$ cat src/rtl/firing_control.sv
// firing_control: three-shot round sequencer fed by a synchronised, debounced
// fire button; the state register is the datapath control code.
module firing_control #(
   parameter int DEBOUNCE_CYCLES = 250000,
   parameter int CNT_W           = 18
) (
   input  logic       clk,
   input  logic       reset,
   input  logic       trigger,
   input  logic       round_start,
   input  logic       round_abort,
   output logic [2:0] control,
   output logic       shot_fired,
   output logic       ammo_empty
);
   typedef enum logic [2:0] {
      PRELOAD = 3'b010,
      HOLD1   = 3'b000,
      SHOT1   = 3'b001,
      HOLD2   = 3'b101,
      SHOT2   = 3'b100,
      HOLD3   = 3'b110,
      SHOT3   = 3'b111,
      OUT     = 3'b011
   } state_t;
   localparam logic [CNT_W-1:0] LAST = CNT_W'(DEBOUNCE_CYCLES - 1);
   state_t           state_q, state_d;
   logic             sync1_q, sync2_q, db_q, db_d, db_dly_q, trig_edge;
   logic [CNT_W-1:0] cnt_q, cnt_d;
   // Counter only runs while the synchronised level disagrees with the accepted one.
   assign cnt_d     = (sync2_q != db_q && cnt_q != LAST) ? cnt_q + 1'b1 : '0;
   assign db_d      = (sync2_q != db_q && cnt_q == LAST) ? sync2_q : db_q;
   assign trig_edge = db_q & ~db_dly_q;
   always_ff @(posedge clk) begin
      if (reset) begin
         sync1_q  <= 1'b0;
         sync2_q  <= 1'b0;
         db_q     <= 1'b0;
         db_dly_q <= 1'b0;
         cnt_q    <= '0;
         state_q  <= PRELOAD;
      end else begin
         sync1_q  <= trigger;
         sync2_q  <= sync1_q;
         db_q     <= db_d;
         db_dly_q <= db_q;
         cnt_q    <= cnt_d;
         state_q  <= state_d;
      end
   end
   // Abort is checked before the trigger edge so a simultaneous press never fires.
   always_comb begin
      state_d = state_q;
      case (state_q)
         PRELOAD: state_d = round_start ? HOLD1 : PRELOAD;
         HOLD1:   state_d = round_abort ? OUT : (trig_edge ? SHOT1 : HOLD1);
         SHOT1:   state_d = HOLD2;
         HOLD2:   state_d = round_abort ? OUT : (trig_edge ? SHOT2 : HOLD2);
         SHOT2:   state_d = HOLD3;
         HOLD3:   state_d = round_abort ? OUT : (trig_edge ? SHOT3 : HOLD3);
         SHOT3:   state_d = OUT;
         OUT:     state_d = round_start ? PRELOAD : OUT;
      endcase
   end
   assign control    = state_q;
   assign shot_fired = state_q inside {SHOT1, SHOT2, SHOT3};
   assign ammo_empty = state_q == OUT;
endmodule

$ cat config.mk
export PLATFORM = sky130hd
export DESIGN_NAME = firing_control
export DESIGN_NICKNAME = d
export VERILOG_FILES = /design/src/rtl/firing_control.sv
export SDC_FILE = /design/constraint.sdc
export NUM_CORES = 1
export LEC_CHECK = 0
export CAP_MARGIN = 20
export CELL_PAD_IN_SITES_DETAIL_PLACEMENT = 1
export CELL_PAD_IN_SITES_GLOBAL_PLACEMENT = 1
export CORE_MARGIN = 2
export CORE_UTILIZATION = 38
export DETAILED_ROUTE_END_ITERATION = 12
export HOLD_SLACK_MARGIN = 0.12
export PLACE_DENSITY_LB_ADDON = 0.1
export SETUP_SLACK_MARGIN = 0.4
export SYNTH_ARGS = -nofsm -noshare
export SYNTH_HDL_FRONTEND = slang
export SYNTH_SLANG_ARGS = --single-unit
$ cat constraint.sdc
create_clock -name clk -period 1.6 [get_ports clk]
set_input_delay 0.32 -clock clk [delete_from_list [all_inputs] [get_ports clk]]
set_output_delay 0.32 -clock clk [all_outputs]
set_load 0.05 [all_outputs]
==> results of run 1 <==
[registers in the layout, indices dropped and copies added (netlist names)]
name and count:
sync1_q 1, db_dly_q 1, control 3, sync2_q 1, cnt_q 18, db_q 1
[final cells by class]
type | count | share of cell area
clock buffer | 3 | 0.0124
clock inverter | 1 | 0.00275
inverter | 2 | 0.00413
multi-input combinational | 98 | 0.429
sequential | 25 | 0.299
tap | 33 | 0.0227
timing repair buffer | 40 | 0.229
[what timing repair did]
action	CTS	global route
pin swaps	9	3
setup buffers	16	4
cloned	1	0
setup endpoints to repair	23	25
resized for setup	20	11
[cells by family after synthesis]
kind of cell	Yosys count
AOI/OAI and AO/OA	12
xor gates and xnor gates	16
adders and majority gates	1
buffers and inverters	7
DFF	25
muxes	2
and+or+nand+nor	67
[cell usage after synthesis, drive strengths merged]
cell type,number
and3,2
xor2,4
clkbuf,4
o21bai,1
inv,2
dfxtp,25
and4,2
nand2b,1
o21ai,3
nand2,9
o31ai,1
nor2b,5
nor4,7
nand4,6
xnor2,12
nor2,20
a211oi,1
or4,1
buf,1
mux2,1
mux2i,1
and3b,1
a22oi,1
ha,1
or3,1
a21oi,5
nand3,5
nor3,6
nor4bb,1
[routing by layer]
metal / wire [um] / GRT usage
met2: 1670 / 0.342
met3: 100 / 0.0480
met5: 0 / 0
met4: 99 / 0.136
met1: 1540 / 0.274
[worst paths after layout]
kind / cells past startpoint / slack [ns] / endpoint
worst max-delay path: 4 / 0.06 / shot_fired
worst min-delay path: 1 / 0.46 / sync2_q
worst max register to register: 5 / 0.07 / db_q
worst min register to register: 1 / 0.46 / sync2_q
[power by group]
| part | internal [uW] | switching (uW) | leakage (uW) |
|---|---|---|---|
| registers | 614 | 10.6 | 0.000211 |
| clock network | 93.9 | 202 | 0.0000177 |
| logic | 66.1 | 57.4 | 0.000438 |
[metrics by stage]
stage	hold WS [ns]	area, um^2	util	total power (uW)	setup WS, ns
3_5_place_dp	0.428	1490	0.499	738	0.0448
5_1_grt	0.478	1820	0.611	1090	0.00740
2_1_floorplan	0.412	1270	-	700	0.130
4_1_cts	0.459	1740	0.585	1050	0.0603
6_report	0.457	1820	0.611	1040	0.0639
3_3_place_gp	0.423	1490	0.499	736	0.0676
==> flow_summary.html, run 1 <==
<table>
<tr><th>Metric</th><th>Value</th></tr>
<tr><th colspan="2">Detailed routing</th></tr>
<tr><td>Post-detailed-route via-to-cell ratio</td><td>5.30</td></tr>
<tr><td>DRC</td><td>0</td></tr>
<tr><td>Number of nets with antenna violations after detailed routing</td><td>0</td></tr>
<tr><td>Pre-antenna DRT Iters</td><td>4</td></tr>
<tr><td>Vias</td><td>roughly 1100</td></tr>
<tr><td>Total Wirelength</td><td>3420 um</td></tr>
<tr><td>Drt initial violations</td><td>36</td></tr>
<tr><td>Post-DR wirelength/cell</td><td>16.9 um</td></tr>
<tr><th colspan="2">Critical path</th></tr>
<tr><td>Maximum cell stage delay along the critical path</td><td>0.39 ns</td></tr>
<tr><td>Crit Path Max Fanout</td><td>4</td></tr>
<tr><td>Cell-by-cell listing of the critical path</td><td>xnor2_2 &gt; nand2_1 &gt; o21ai_4 &gt; buf_12</td></tr>
<tr><td>R2R Path Start</td><td>cnt_q[6]</td></tr>
<tr><td>WP buf/inv</td><td>1</td></tr>
<tr><td>CP delay by family, top</td><td>flip-flops</td></tr>
<tr><td>Path type of the worst setup path</td><td>reg2out</td></tr>
<tr><td>Data required, critical path</td><td>between 1 and 1.5 ns</td></tr>
<tr><td>Data arrival time at the worst-slack endpoint</td><td>1.22 ns</td></tr>
<tr><td>Slowest-stage cell, CP</td><td>sky130_fd_sc_hd__dfxtp_4</td></tr>
<tr><td>Critical Path End Type</td><td>output pin</td></tr>
<tr><td>Element type at the critical path start</td><td>register</td></tr>
<tr><td>Critical Path Start</td><td>control[2]</td></tr>
<tr><th colspan="2">STA</th></tr>
<tr><td>Pins over their slew limit</td><td>0</td></tr>
<tr><td>Highest Clock Rate</td><td>651 MHz</td></tr>
<tr><td>Total Negative Setup Slacks</td><td>0 ns</td></tr>
<tr><td>Setup violators final</td><td>0</td></tr>
<tr><td>Post-layout minimum cycle time</td><td>between 1.5 and 2 ns</td></tr>
<tr><td>Final clock skew</td><td>0.0101 ns</td></tr>
<tr><td>Slew at the pin closest to its max-slew limit</td><td>between 0.3 and 0.4 ns</td></tr>
<tr><td>RSZ-0062 raised after global routing</td><td>true</td></tr>
<tr><td>Final hold violations</td><td>0</td></tr>
<tr><td>Headroom to the max-slew limit</td><td>0.762</td></tr>
<tr><td>Post-route fraction of the period consumed by the critical path</td><td>0.960</td></tr>
<tr><th colspan="2">Synthesis</th></tr>
<tr><td>Share of the synthesized area in compound gates (AO/OA/AOI/OAI)</td><td>0.0647</td></tr>
<tr><td>Synthesized Nets</td><td>136</td></tr>
<tr><td>Mux share of post-synthesis cell area</td><td>0.0183</td></tr>
<tr><td>Count of unique library cells instantiated by Yosys</td><td>34</td></tr>
<tr><td>Synth Area in XOR/XNOR</td><td>0.121</td></tr>
<tr><td>Cell accounting for the most synthesized area</td><td>sky130_fd_sc_hd__dfxtp_1</td></tr>
<tr><td>Yosys reg bits</td><td>25</td></tr>
<tr><td>Post-synthesis average cell area</td><td>roughly 8.9 um^2</td></tr>
<tr><td>Synthesized instance count</td><td>130</td></tr>
<tr><td>Post-synthesis cell area</td><td>1160 um^2</td></tr>
<tr><td>Simple-Gate Fraction of Synth Area</td><td>0.329</td></tr>
<tr><td>Share of the yosys chip area belonging to registers</td><td>0.431</td></tr>
<tr><td>Dominant combinational cell family by area after synthesis</td><td>simple AND/OR/NAND/NOR gates</td></tr>
<tr><td>Post-Synth Adder-Cell Area</td><td>0.0108</td></tr>
<tr><td>Count of warnings emitted by yosys</td><td>0</td></tr>
<tr><td>Yosys top cell area share</td><td>0.431</td></tr>
<tr><td>Leading post-synthesis cells by cell area</td><td>sky130_fd_sc_hd__dfxtp_1 43%, sky130_fd_sc_hd__xnor2_1 9.1%, sky130_fd_sc_hd__nor2_1 6.5%</td></tr>
<tr><th colspan="2">Global routing</th></tr>
<tr><td>Global-route wire length before repair</td><td>about 5500 um</td></tr>
<tr><td>Number of global-route vias before repair</td><td>1108</td></tr>
<tr><td>Maximum number of pins on one net before global-route repair</td><td>15</td></tr>
<tr><td>Antenna violations before repair</td><td>0</td></tr>
<tr><td>GRT Resource Usage Total</td><td>0.220</td></tr>
<tr><td>Total congestion overflow</td><td>0</td></tr>
<tr><th colspan="2">Placed design</th></tr>
<tr><td>Number of port buffers</td><td>9</td></tr>
<tr><td>Post-Place Cells</td><td>roughly 180</td></tr>
<tr><td>Detailed Place HPWL</td><td>around 1900 um</td></tr>
<tr><td>RePlAce Congestion</td><td>0.765</td></tr>
<tr><th colspan="2">Layout</th></tr>
<tr><td>Number of nets at the end of the flow</td><td>176</td></tr>
<tr><td>Area Overhead vs Synth</td><td>56.6%</td></tr>
<tr><td>Commonest cells after routing, fill and taps aside</td><td>26 x sky130_fd_sc_hd__buf_4, 14 x sky130_fd_sc_hd__nor2_1, 12 x sky130_fd_sc_hd__dfxtp_1</td></tr>
<tr><td>Register area</td><td>around 540 um^2</td></tr>
<tr><td>Number of inserted filler cells in the final layout</td><td>313</td></tr>
<tr><td>Most common library cell in the layout ignoring fill and taps</td><td>sky130_fd_sc_hd__buf_4</td></tr>
<tr><td>Share of cells above drive strength 1</td><td>0.462</td></tr>
<tr><td>Final antenna diode count</td><td>0</td></tr>
<tr><td>Multi-input gate area</td><td>781 um^2</td></tr>
<tr><td>Count of placed standard cells in the final layout, fillers left out</td><td>around 200</td></tr>
<tr><th colspan="2">Power and ir drop</th></tr>
<tr><td>Power density over the cells</td><td>about 570 nW/um^2</td></tr>
<tr><td>Standby leakage power</td><td>between 0.0006 and 0.0007 uW</td></tr>
<tr><td>Maximum VDD drop</td><td>between 0.0003 and 0.0004 V</td></tr>
<tr><th colspan="2">Clock network</th></tr>
<tr><td>Clock sink total</td><td>25</td></tr>
<tr><td>Clk buf depth</td><td>2</td></tr>
<tr><td>CTS buffer count</td><td>3</td></tr>
<tr><td>Post-cts hold buffer count</td><td>0</td></tr>
<tr><td>TritonCTS clock tree</td><td>built</td></tr>
<tr><td>Root buf cell</td><td>sky130_fd_sc_hd__clkbuf_4</td></tr>
<tr><td>H-tree lvl count</td><td>1</td></tr>
<tr><td>Clock transition at the registers of the reported paths</td><td>about 0.15 ns</td></tr>
<tr><td>Clock insertion delay at the later pin of the skew report</td><td>roughly 0.33 ns</td></tr>
<tr><th colspan="2">Hold path</th></tr>
<tr><td>Worst Hold Class</td><td>reg2reg</td></tr>
<tr><td>Hold Startpoint</td><td>sync1_q</td></tr>
<tr><th colspan="2">Floorplan</th></tr>
<tr><td>Die height</td><td>59.3 um</td></tr>
<tr><td>Effective utilization at floorplan</td><td>0.390</td></tr>
<tr><td>Std cell rows</td><td>20</td></tr>
<tr><td>Core region area</td><td>2980 um^2</td></tr>
<tr><td>Horizontal die dimension</td><td>around 59 um</td></tr>
<tr><td>Area of the die</td><td>between 3000 and 4000 um^2</td></tr>
<tr><td>I/O pin total</td><td>10</td></tr>
<tr><th colspan="2">Job</th></tr>
<tr><td>Number of max-cap violations</td><td>0</td></tr>
<tr><th colspan="2">Run status</th></tr>
<tr><td>Run status</td><td>complete, no violations</td></tr>
</table>
(Power assumes the default switching activity.)
==> inputs of run 2 (changes only) <==
--- a/config.mk
+++ b/config.mk
@@ -9,7 +9,7 @@
 export CELL_PAD_IN_SITES_DETAIL_PLACEMENT = 1
 export CELL_PAD_IN_SITES_GLOBAL_PLACEMENT = 1
 export CORE_MARGIN = 2
-export CORE_UTILIZATION = 38
+export CORE_UTILIZATION = 45
 export DETAILED_ROUTE_END_ITERATION = 12
 export HOLD_SLACK_MARGIN = 0.12
 export PLACE_DENSITY_LB_ADDON = 0.1
==> constraint.sdc (replaced) <==
create_clock -name clk -period 1.8 [get_ports clk]
set_input_delay 0.36 -clock clk [delete_from_list [all_inputs] [get_ports clk]]
set_output_delay 0.36 -clock clk [all_outputs]
set_load 0.05 [all_outputs]
==> run 2 against run 1 <==
Sequential share of layout area rose by 0.72 points. Sequential cell count did not move. Final cell count fell by 2.5%. Clock power fell by 8.4%. First-iteration DRC count fell by 61%. Clock skew fell by 0.0062 ns. Utilization rose by 13 points. Combinational power fell by 4%. Global-route usage rose by 7.8 points.
==> flow_summary.html, run 2 (synthesis gave the netlist of run 1 again) <==
<table>
<tr><th>Metric</th><th>Value</th></tr>
<tr><th colspan="2">Detailed routing</th></tr>
<tr><td>Pre-antenna DRT Iters</td><td>4</td></tr>
<tr><td>Total Wirelength</td><td>between 4000 and 5000 um</td></tr>
<tr><td>DRC</td><td>0</td></tr>
<tr><td>Vias</td><td>roughly 1200</td></tr>
<tr><td>Number of nets with antenna violations after detailed routing</td><td>0</td></tr>
<tr><td>Post-DR wirelength/cell</td><td>around 24 um</td></tr>
<tr><td>Post-detailed-route via-to-cell ratio</td><td>approximately 6.0</td></tr>
<tr><td>Drt initial violations</td><td>14</td></tr>
<tr><th colspan="2">Critical path</th></tr>
<tr><td>Critical Path End Type</td><td>output pin</td></tr>
<tr><td>Data arrival time at the worst-slack endpoint</td><td>roughly 1.3 ns</td></tr>
<tr><td>R2r endpoint</td><td>cnt_q[10]</td></tr>
<tr><td>Number of cells traversed by the worst register-to-register path</td><td>6</td></tr>
<tr><td>Crit Path Max Fanout</td><td>6</td></tr>
<tr><td>Element type at the critical path start</td><td>register</td></tr>
<tr><td>Data required, critical path</td><td>around 1.4 ns</td></tr>
<tr><td>Path type of the worst setup path</td><td>reg2out</td></tr>
<tr><td>Setup slack of the worst register-to-register path</td><td>about 0.2 ns</td></tr>
<tr><td>R2R Path Start</td><td>cnt_q[5]</td></tr>
<tr><th colspan="2">Placed design</th></tr>
<tr><td>Post-Place Cells</td><td>about 170</td></tr>
<tr><td>Detailed Place HPWL</td><td>approximately 1800 um</td></tr>
<tr><td>Post-place instance area</td><td>between 1000 and 1500 um^2</td></tr>
<tr><td>Worst-case setup slack after placement</td><td>0.236 ns</td></tr>
<tr><td>Number of port buffers</td><td>9</td></tr>
<tr><td>RePlAce Congestion</td><td>between 0.7 and 0.8</td></tr>
<tr><th colspan="2">Clock network</th></tr>
<tr><td>Root buf cell</td><td>sky130_fd_sc_hd__clkbuf_4</td></tr>
<tr><td>Post-cts hold buffer count</td><td>0</td></tr>
<tr><td>Clock sink total</td><td>25</td></tr>
<tr><td>CTS buffer count</td><td>3</td></tr>
<tr><td>Clock insertion delay at the later pin of the skew report</td><td>around 0.34 ns</td></tr>
<tr><td>Clk buf depth</td><td>2</td></tr>
<tr><td>TritonCTS clock tree</td><td>built</td></tr>
<tr><td>Clock transition at the registers of the reported paths</td><td>roughly 0.14 ns</td></tr>
<tr><td>H-tree lvl count</td><td>1</td></tr>
<tr><th colspan="2">STA</th></tr>
<tr><td>Final hold violations</td><td>0</td></tr>
<tr><td>Setup violators final</td><td>0</td></tr>
<tr><td>Post-route worst setup slack</td><td>0.192 ns</td></tr>
<tr><td>Final clock skew</td><td>between 0.003 and 0.004 ns</td></tr>
<tr><td>Total Negative Setup Slacks</td><td>0 ns</td></tr>
<tr><td>Post-layout minimum cycle time</td><td>1.61 ns</td></tr>
<tr><td>Pins over their slew limit</td><td>0</td></tr>
<tr><td>Highest Clock Rate</td><td>622 MHz</td></tr>
<tr><td>Slew at the pin closest to its max-slew limit</td><td>roughly 0.41 ns</td></tr>
<tr><td>Headroom to the max-slew limit</td><td>0.724</td></tr>
<tr><td>RSZ-0062 raised after global routing</td><td>true</td></tr>
<tr><td>Post-route fraction of the period consumed by the critical path</td><td>0.893</td></tr>
<tr><th colspan="2">Layout</th></tr>
<tr><td>Share of cells above drive strength 1</td><td>0.533</td></tr>
<tr><td>Most common library cell in the layout ignoring fill and taps</td><td>sky130_fd_sc_hd__buf_4</td></tr>
<tr><td>Most flops, register</td><td>cnt_q</td></tr>
<tr><td>Count of placed standard cells in the final layout, fillers left out</td><td>approximately 200</td></tr>
<tr><td>Area Overhead vs Synth</td><td>55.7%</td></tr>
<tr><td>Number of inserted filler cells in the final layout</td><td>243</td></tr>
<tr><td>Commonest cells after routing, fill and taps aside</td><td>25 x sky130_fd_sc_hd__buf_4, 13 x sky130_fd_sc_hd__dfxtp_4, 11 x sky130_fd_sc_hd__xnor2_1</td></tr>
<tr><td>Final core utilization</td><td>0.736</td></tr>
<tr><td>Non-Filler Cell Area, Final</td><td>about 1800 um^2</td></tr>
<tr><td>Number of flip-flops under the largest register name</td><td>18</td></tr>
<tr><td>Number of nets at the end of the flow</td><td>approximately 170</td></tr>
<tr><td>Final antenna diode count</td><td>0</td></tr>
<tr><th colspan="2">Global routing</th></tr>
<tr><td>Total congestion overflow</td><td>0</td></tr>
<tr><td>Number of global-route vias before repair</td><td>1203</td></tr>
<tr><td>Maximum number of pins on one net before global-route repair</td><td>14</td></tr>
<tr><td>Global-route wire length before repair</td><td>a little over 6000 um</td></tr>
<tr><td>Antenna violations before repair</td><td>0</td></tr>
<tr><td>GRT Resource Usage Total</td><td>0.297</td></tr>
<tr><th colspan="2">Power and ir drop</th></tr>
<tr><td>Switching component of the power</td><td>about 250 uW</td></tr>
<tr><td>Portion of total power attributed to sequential cells</td><td>0.587</td></tr>
<tr><td>Power density over the cells</td><td>approximately 520 nW/um^2</td></tr>
<tr><td>Maximum VDD drop</td><td>around 0.00081 V</td></tr>
<tr><td>Internal power component</td><td>approximately 690 uW</td></tr>
<tr><td>Combinational Power Share</td><td>0.126</td></tr>
<tr><td>Standby leakage power</td><td>0.000640 uW</td></tr>
<tr><td>Switching Fraction</td><td>0.266</td></tr>
<tr><td>Proportion of power drawn by the clock network</td><td>0.287</td></tr>
<tr><th colspan="2">Floorplan</th></tr>
<tr><td>Area of the die</td><td>~3000 um^2</td></tr>
<tr><td>Std cell rows</td><td>18</td></tr>
<tr><td>Core region area</td><td>roughly 2500 um^2</td></tr>
<tr><td>Die height</td><td>around 55 um</td></tr>
<tr><td>Horizontal die dimension</td><td>54.8 um</td></tr>
<tr><td>Effective utilization at floorplan</td><td>0.473</td></tr>
<tr><td>I/O pin total</td><td>10</td></tr>
<tr><th colspan="2">Hold path</th></tr>
<tr><td>Hold Startpoint</td><td>sync1_q</td></tr>
<tr><td>Capture endpoint of the worst hold path</td><td>sync2_q</td></tr>
<tr><td>Worst Hold Class</td><td>reg2reg</td></tr>
<tr><td>Number of cells on the worst hold path</td><td>1</td></tr>
<tr><th colspan="2">Job</th></tr>
<tr><td>Number of max-cap violations</td><td>0</td></tr>
<tr><th colspan="2">Run status</th></tr>
<tr><td>Run status</td><td>complete, no violations</td></tr>
</table>
==> run 2: cell types whose count changed in the layout (fill, tap and decap cells not counted), moves of 3 or more <==
| cell | previous run | this run |
|---|---|---|
| sky130_fd_sc_hd__nor2_1 | 14 | 7 |
| sky130_fd_sc_hd__nor2_2 | 3 | 10 |
| sky130_fd_sc_hd__dfxtp_1 | 12 | 8 |
| sky130_fd_sc_hd__buf_12 | 6 | 3 |
==> run 2: layout make-up <==
type                            instances  area [um^2]  area share
Multi-Input combinational cell         98          823       0.455
Sequential cell                        25          554       0.307
Timing Repair Buffer                   38          359       0.199
Tap cell                               30         37.5      0.0208
Clock buffer                            4         26.3      0.0145
Inverter                                2         7.51     0.00415
==> run 2: power groups by stage <==
stage               sequential (uW)  clock [uW]  combinational (uW)
finish                          554         271                 119
global route                    555         292                 125
CTS                             555         259                92.9
detailed placement              575           0                69.9
global placement                574           0                68.0
floorplan                       579           0                39.6
==> run 2: how the worst max path moves through the flow <==
stage                     from          to  slack, ns  depth (start not counted)
floorplan             cnt_q[2]   cnt_q[17]       0.33                          4
global placement      cnt_q[1]   cnt_q[16]       0.26                          5
detailed placement    cnt_q[2]   cnt_q[17]       0.24                          4
CTS                 control[1]  shot_fired       0.23                          3
global route        control[1]  shot_fired       0.16                          4
finish              control[1]  shot_fired       0.19                          4
==> run 2: what timing repair did <==
action | 4_1_cts | 5_1_grt
pin swaps | 12 | 9
gates resized for setup | 26 | 31
cloned | 2 | 0
setup endpoints to repair | 20 | 21
setup buffers | 18 | 7
==> run 2: worst max-delay path, stage by stage (launching register included) <==
cell	delay, ns
sky130_fd_sc_hd__dfxtp_4	0.41
sky130_fd_sc_hd__xnor2_4	0.18
sky130_fd_sc_hd__nand2_2	0.09
sky130_fd_sc_hd__o21ai_4	0.08
sky130_fd_sc_hd__buf_12	0.15
==> run 2: layer usage <==
metal	track usage	up-vias	part of all wire
li1	-	531	-
met1	0.324	594	0.40
met2	0.514	40	0.52
met3	0.0792	20	0.036
met4	0.167	0	0.048
met5	0	-	0
==> run 2: metrics by stage <==
stage	power [uW]	hold slack (ns)
floorplan	618	0.414
global placement	642	0.423
detailed placement	645	0.445
CTS	907	0.467
global route	972	0.484
finish	944	0.465
==> inputs of run 3 (changes only) <==
--- a/config.mk
+++ b/config.mk
@@ -6,13 +6,11 @@
 export NUM_CORES = 1
 export LEC_CHECK = 0
 export CAP_MARGIN = 20
-export CELL_PAD_IN_SITES_DETAIL_PLACEMENT = 1
-export CELL_PAD_IN_SITES_GLOBAL_PLACEMENT = 1
 export CORE_MARGIN = 2
-export CORE_UTILIZATION = 45
+export CORE_UTILIZATION = 59
 export DETAILED_ROUTE_END_ITERATION = 12
 export HOLD_SLACK_MARGIN = 0.12
-export PLACE_DENSITY_LB_ADDON = 0.1
+export PLACE_DENSITY = 0.81
 export SETUP_SLACK_MARGIN = 0.4
 export SYNTH_ARGS = -nofsm -noshare
 export SYNTH_HDL_FRONTEND = slang
==> run 3 against run 2 <==
The flow now stops in 5_1_grt. Area after synthesis is the same. Synthesized cell count stayed put.
==> flow_summary.html, run 3 <==
<table>
<tr><th>Metric</th><th>Value</th></tr>
<tr><th colspan="2">Synthesis</th></tr>
<tr><td>Fraction of registers with async set or reset after synthesis</td><td>0</td></tr>
<tr><td>Synthesized Nets</td><td>between 100 and 150</td></tr>
<tr><td>Post-synthesis cell area</td><td>between 1000 and 1500 um^2</td></tr>
<tr><td>Cell accounting for the most synthesized area</td><td>sky130_fd_sc_hd__dfxtp_1</td></tr>
<tr><td>Synthesized instance count</td><td>130</td></tr>
<tr><td>Leading post-synthesis cells by instance count</td><td>25 x sky130_fd_sc_hd__dfxtp_1, 20 x sky130_fd_sc_hd__nor2_1, 12 x sky130_fd_sc_hd__xnor2_1</td></tr>
<tr><td>Share of the yosys chip area belonging to registers</td><td>0.431</td></tr>
<tr><td>Leading post-synthesis cells by cell area</td><td>sky130_fd_sc_hd__dfxtp_1 43%, sky130_fd_sc_hd__xnor2_1 9.1%, sky130_fd_sc_hd__nor2_1 6.5%</td></tr>
<tr><td>Count leader, synth</td><td>sky130_fd_sc_hd__dfxtp_1</td></tr>
<tr><td>Top FF cell, synth</td><td>sky130_fd_sc_hd__dfxtp_1</td></tr>
<tr><td>Post-synthesis average cell area</td><td>a little under 9 um^2</td></tr>
<tr><td>Yosys reg bits</td><td>25</td></tr>
<tr><td>Number of flops mapped to enable cells by yosys</td><td>0</td></tr>
<tr><td>Count of unique library cells instantiated by Yosys</td><td>34</td></tr>
<tr><td>Yosys top cell area share</td><td>0.431</td></tr>
<tr><td>Count of warnings emitted by yosys</td><td>0</td></tr>
<tr><th colspan="2">Clock network</th></tr>
<tr><td>Clock sink total</td><td>25</td></tr>
<tr><td>H-tree lvl count</td><td>1</td></tr>
<tr><td>CTS buffer count</td><td>3</td></tr>
<tr><td>Clk buf depth</td><td>2</td></tr>
<tr><td>Root buf cell</td><td>sky130_fd_sc_hd__clkbuf_4</td></tr>
<tr><td>Post-cts hold buffer count</td><td>0</td></tr>
<tr><th colspan="2">Placed design</th></tr>
<tr><td>Number of port buffers</td><td>9</td></tr>
<tr><td>RePlAce Congestion</td><td>0.837</td></tr>
<tr><td>Detailed Place HPWL</td><td>~1600 um</td></tr>
<tr><td>Post-place instance area</td><td>1360 um^2</td></tr>
<tr><th colspan="2">Floorplan</th></tr>
<tr><td>Horizontal die dimension</td><td>roughly 48 um</td></tr>
<tr><td>I/O pin total</td><td>10</td></tr>
<tr><td>Std cell rows</td><td>16</td></tr>
<tr><td>Die height</td><td>48.4 um</td></tr>
<tr><td>Effective utilization at floorplan</td><td>0.611</td></tr>
<tr><th colspan="2">Global routing</th></tr>
<tr><td>Antenna violations before repair</td><td>0</td></tr>
<tr><td>Maximum number of pins on one net before global-route repair</td><td>15</td></tr>
<tr><th colspan="2">Run status</th></tr>
<tr><td>Run status</td><td>did not finish</td></tr>
<tr><td>Error msg</td><td>[ERROR DPL-0033] detailed placement checks failed during check placement.</td></tr>
<tr><td>Stage where the flow stopped</td><td>5_1_grt</td></tr>
<tr><th colspan="2">STA</th></tr>
<tr><td>Worst-path endpoint category</td><td>sequential cell input</td></tr>
<tr><td>GR repair worst EP</td><td>cnt_q[14]$_SDFF_PP0_/D</td></tr>
</table>
[run 3: cell counts after synthesis]
Identical to the previous run, type by type.
[run 3: through the flow]
step / cells / util / setup WS, ns
3_3_place_gp: 163 / 0.717 / 0.277
4_1_cts: 187 / 0.880 / 0.213
2_1_floorplan: 130 / - / 0.330
3_5_place_dp: 163 / 0.717 / 0.228
[run 3: logic make-up after synthesis]
family / Yosys count / synth area share
AO/OA/AOI/OAI: 12 / 0.0647
XOR/XNOR: 16 / 0.121
adder cells (fa/ha/maj): 1 / 0.0108
buffers and inverters: 7 / 0.0259
flip-flops: 25 / 0.431
multiplexers: 2 / 0.0183
AND/OR/NAND/NOR: 67 / 0.329
[run 3: repair_timing]
action | CTS
gates cloned | 2
gates resized for setup | 30
endpoints found under the setup margin | 20
buffers inserted | 18
pin swaps | 11
==> inputs of run 4 (changes only) <==
==> config.mk (replaced) <==
export PLATFORM = sky130hd
export DESIGN_NAME = firing_control
export DESIGN_NICKNAME = d
export VERILOG_FILES = /design/src/rtl/firing_control.sv
export SDC_FILE = /design/constraint.sdc
export NUM_CORES = 1
export LEC_CHECK = 0
export CAP_MARGIN = 20
export CORE_AREA = 2 2 63 65
export DETAILED_ROUTE_END_ITERATION = 12
export DIE_AREA = 0 0 65 67
export PLACE_DENSITY_LB_ADDON = 0.15
export SYNTH_ARGS = -nofsm -noshare
export SYNTH_HDL_FRONTEND = slang
export SYNTH_SLANG_ARGS = --single-unit
==> run 4 against run 3 <==
The flow now finishes without violations.
==> flow_summary.html, run 4 (synthesis gave the netlist of run 1 again) <==
<table>
<tr><th>Metric</th><th>Value</th></tr>
<tr><th colspan="2">Run status</th></tr>
<tr><td>Run status</td><td>complete, no violations</td></tr>
<tr><th colspan="2">Floorplan</th></tr>
<tr><td>Horizontal die dimension</td><td>between 60 and 70 um</td></tr>
<tr><td>Die height</td><td>~67 um</td></tr>
<tr><td>I/O pin total</td><td>10</td></tr>
<tr><td>Area of the die</td><td>roughly 4400 um^2</td></tr>
<tr><td>Core region area</td><td>about 3600 um^2</td></tr>
<tr><td>Effective utilization at floorplan</td><td>0.322</td></tr>
<tr><td>Std cell rows</td><td>22</td></tr>
<tr><th colspan="2">Clock network</th></tr>
<tr><td>Post-cts hold buffer count</td><td>0</td></tr>
<tr><td>Clk buf depth</td><td>2</td></tr>
<tr><td>H-tree lvl count</td><td>1</td></tr>
<tr><td>CTS buffer count</td><td>3</td></tr>
<tr><td>Clock insertion delay at the later pin of the skew report</td><td>between 0.2 and 0.3 ns</td></tr>
<tr><td>Clock transition at the registers of the reported paths</td><td>~0.080 ns</td></tr>
<tr><td>Clock sink total</td><td>25</td></tr>
<tr><td>Root buf cell</td><td>sky130_fd_sc_hd__clkbuf_8</td></tr>
<tr><td>TritonCTS clock tree</td><td>built</td></tr>
<tr><th colspan="2">Global routing</th></tr>
<tr><td>Global-route wire length before repair</td><td>between 4000 and 5000 um</td></tr>
<tr><td>Total congestion overflow</td><td>0</td></tr>
<tr><td>Antenna violations before repair</td><td>0</td></tr>
<tr><td>Number of global-route vias before repair</td><td>917</td></tr>
<tr><td>GRT Resource Usage Total</td><td>0.120</td></tr>
<tr><td>Maximum number of pins on one net before global-route repair</td><td>15</td></tr>
<tr><th colspan="2">Layout</th></tr>
<tr><td>Most common library cell in the layout ignoring fill and taps</td><td>sky130_fd_sc_hd__dfxtp_1</td></tr>
<tr><td>Commonest cells after routing, fill and taps aside</td><td>24 x sky130_fd_sc_hd__dfxtp_1, 20 x sky130_fd_sc_hd__nor2_1, 12 x sky130_fd_sc_hd__xnor2_1</td></tr>
<tr><td>Most flops, register</td><td>cnt_q</td></tr>
<tr><td>Non-Filler Cell Area, Final</td><td>approximately 1400 um^2</td></tr>
<tr><td>Area Overhead vs Synth</td><td>22.0%</td></tr>
<tr><td>Number of nets at the end of the flow</td><td>around 150</td></tr>
<tr><td>Number of inserted filler cells in the final layout</td><td>between 300 and 400</td></tr>
<tr><td>Number of flip-flops under the largest register name</td><td>18</td></tr>
<tr><td>Share of cells above drive strength 1</td><td>0.174</td></tr>
<tr><td>Final antenna diode count</td><td>0</td></tr>
<tr><th colspan="2">STA</th></tr>
<tr><td>Final hold violations</td><td>0</td></tr>
<tr><td>Setup violators final</td><td>0</td></tr>
<tr><td>Hold_ws</td><td>0.450 ns</td></tr>
<tr><td>Post-layout minimum cycle time</td><td>between 1.5 and 2 ns</td></tr>
<tr><td>Pins over their slew limit</td><td>0</td></tr>
<tr><td>Final clock skew</td><td>0.00290 ns</td></tr>
<tr><td>RSZ-0062 raised after global routing</td><td>false</td></tr>
<tr><td>Post-route worst setup slack</td><td>around 0.11 ns</td></tr>
<tr><td>Highest Clock Rate</td><td>591 MHz</td></tr>
<tr><td>Post-route fraction of the period consumed by the critical path</td><td>0.941</td></tr>
<tr><td>Headroom to the max-slew limit</td><td>0.739</td></tr>
<tr><td>Total Negative Setup Slacks</td><td>0 ns</td></tr>
<tr><td>Slew at the pin closest to its max-slew limit</td><td>0.391 ns</td></tr>
<tr><th colspan="2">Placed design</th></tr>
<tr><td>Worst-case setup slack after placement</td><td>around 0.12 ns</td></tr>
<tr><td>RePlAce Congestion</td><td>approximately 0.78</td></tr>
<tr><td>Detailed Place HPWL</td><td>1580 um</td></tr>
<tr><td>Post-place instance area</td><td>about 1400 um^2</td></tr>
<tr><td>Number of port buffers</td><td>9</td></tr>
<tr><th colspan="2">Critical path</th></tr>
<tr><td>Setup slack of the worst register-to-register path</td><td>around 0.11 ns</td></tr>
<tr><td>WP buf/inv</td><td>0</td></tr>
<tr><td>R2R Path Start</td><td>cnt_q[4]</td></tr>
<tr><td>Cell-by-cell listing of the critical path</td><td>nand3_4 &gt; or4_1 &gt; or3_1 &gt; a21oi_1</td></tr>
<tr><td>Data required, critical path</td><td>2.00 ns</td></tr>
<tr><td>CP delay by family, top</td><td>simple AND/OR/NAND/NOR gates</td></tr>
<tr><td>Maximum cell stage delay along the critical path</td><td>0.51 ns</td></tr>
<tr><td>Number of cells traversed by the worst register-to-register path</td><td>4</td></tr>
<tr><td>Data arrival time at the worst-slack endpoint</td><td>1.89 ns</td></tr>
<tr><td>Element type at the critical path start</td><td>register</td></tr>
<tr><td>Path type of the worst setup path</td><td>reg2reg</td></tr>
<tr><td>R2r endpoint</td><td>cnt_q[17]</td></tr>
<tr><td>Crit Path Max Fanout</td><td>10</td></tr>
<tr><td>Slowest-stage cell, CP</td><td>sky130_fd_sc_hd__or4_1</td></tr>
<tr><td>Critical Path End Type</td><td>register</td></tr>
<tr><th colspan="2">Detailed routing</th></tr>
<tr><td>Total Wirelength</td><td>roughly 2200 um</td></tr>
<tr><td>Post-DR wirelength/cell</td><td>about 11 um</td></tr>
<tr><td>Pre-antenna DRT Iters</td><td>4</td></tr>
<tr><td>Drt initial violations</td><td>30</td></tr>
<tr><td>Post-detailed-route via-to-cell ratio</td><td>about 4.8</td></tr>
<tr><td>DRC</td><td>0</td></tr>
<tr><td>Number of nets with antenna violations after detailed routing</td><td>0</td></tr>
<tr><td>Vias</td><td>a little over 900</td></tr>
<tr><th colspan="2">Power and ir drop</th></tr>
<tr><td>Switching component of the power</td><td>between 200 and 250 uW</td></tr>
<tr><td>Proportion of power drawn by the clock network</td><td>0.337</td></tr>
<tr><td>Combinational Power Share</td><td>0.073</td></tr>
<tr><td>Switching Fraction</td><td>0.223</td></tr>
<tr><td>Power density over the cells</td><td>680 nW/um^2</td></tr>
<tr><td>Portion of total power attributed to sequential cells</td><td>0.591</td></tr>
<tr><td>Maximum VDD drop</td><td>0.000392 V</td></tr>
<tr><td>Standby leakage power</td><td>between 0.0004 and 0.0005 uW</td></tr>
<tr><td>Internal power component</td><td>around 750 uW</td></tr>
<tr><th colspan="2">Hold path</th></tr>
<tr><td>Number of cells on the worst hold path</td><td>1</td></tr>
<tr><td>Worst Hold Class</td><td>reg2reg</td></tr>
<tr><td>Hold Startpoint</td><td>sync1_q</td></tr>
<tr><td>Capture endpoint of the worst hold path</td><td>sync2_q</td></tr>
<tr><th colspan="2">Job</th></tr>
<tr><td>Number of max-cap violations</td><td>0</td></tr>
</table>
## run 4: through the flow
| step | std cells | total power [uW] | utilization |
|---|---|---|---|
| after floorplan | 130 | 621 | - |
| after global placement | 187 | 651 | 0.376 |
| after detailed placement | 187 | 653 | 0.376 |
| after CTS | 191 | 981 | 0.389 |
| after global routing | 192 | 1020 | 0.393 |
| final | 192 | 964 | 0.393 |
## run 4: layout make-up
| class | count | area, um^2 | area share |
|---|---|---|---|
| clock inverter | 1 | 5.00 | 0.00353 |
| multi-input combinational | 98 | 641 | 0.452 |
| clock buffer | 3 | 41.3 | 0.0292 |
| sequential | 25 | 502 | 0.354 |
| inverter | 2 | 7.51 | 0.00530 |
| tap | 48 | 60.1 | 0.0424 |
| timing repair buffer | 15 | 160 | 0.113 |
## run 4: how the worst max path moves through the flow
stage / depth (start not counted) / endpoint / slack, ns / startpoint
floorplan: 3 / shot_fired / -0.002 / control[2]
global placement: 4 / cnt_q[17] / 0.16 / cnt_q[4]
detailed placement: 5 / cnt_q[14] / 0.12 / cnt_q[0]
CTS: 5 / cnt_q[14] / 0.1 / cnt_q[0]
global route: 4 / shot_fired / 0.007 / control[2]
finish: 4 / cnt_q[17] / 0.11 / cnt_q[4]
## run 4: power by group through the flow
stage          combinational, uW  clock, uW  sequential, uW
6_report                    70.1        324             569
5_1_grt                     76.9        368             571
4_1_cts                     71.1        341             569
3_5_place_dp                70.9          0             582
3_3_place_gp                70.1          0             581
2_1_floorplan               35.7          0             586
## run 4: repair_timing
action                                  4_1_cts  5_1_grt
gates resized for setup                       0        2
buffers inserted                              0        1
hold endpoints to repair                      0        0
endpoints found under the setup margin        0       15
## run 4: routing by layer
layer / up-vias / GRT usage / wire (um)
met5: - / 0 / 0
met2: 11 / 0.198 / 975
met3: 4 / 0.0152 / 58
met1: 421 / 0.147 / 1100
met4: 0 / 0.0745 / 44
li1: 482 / - / -
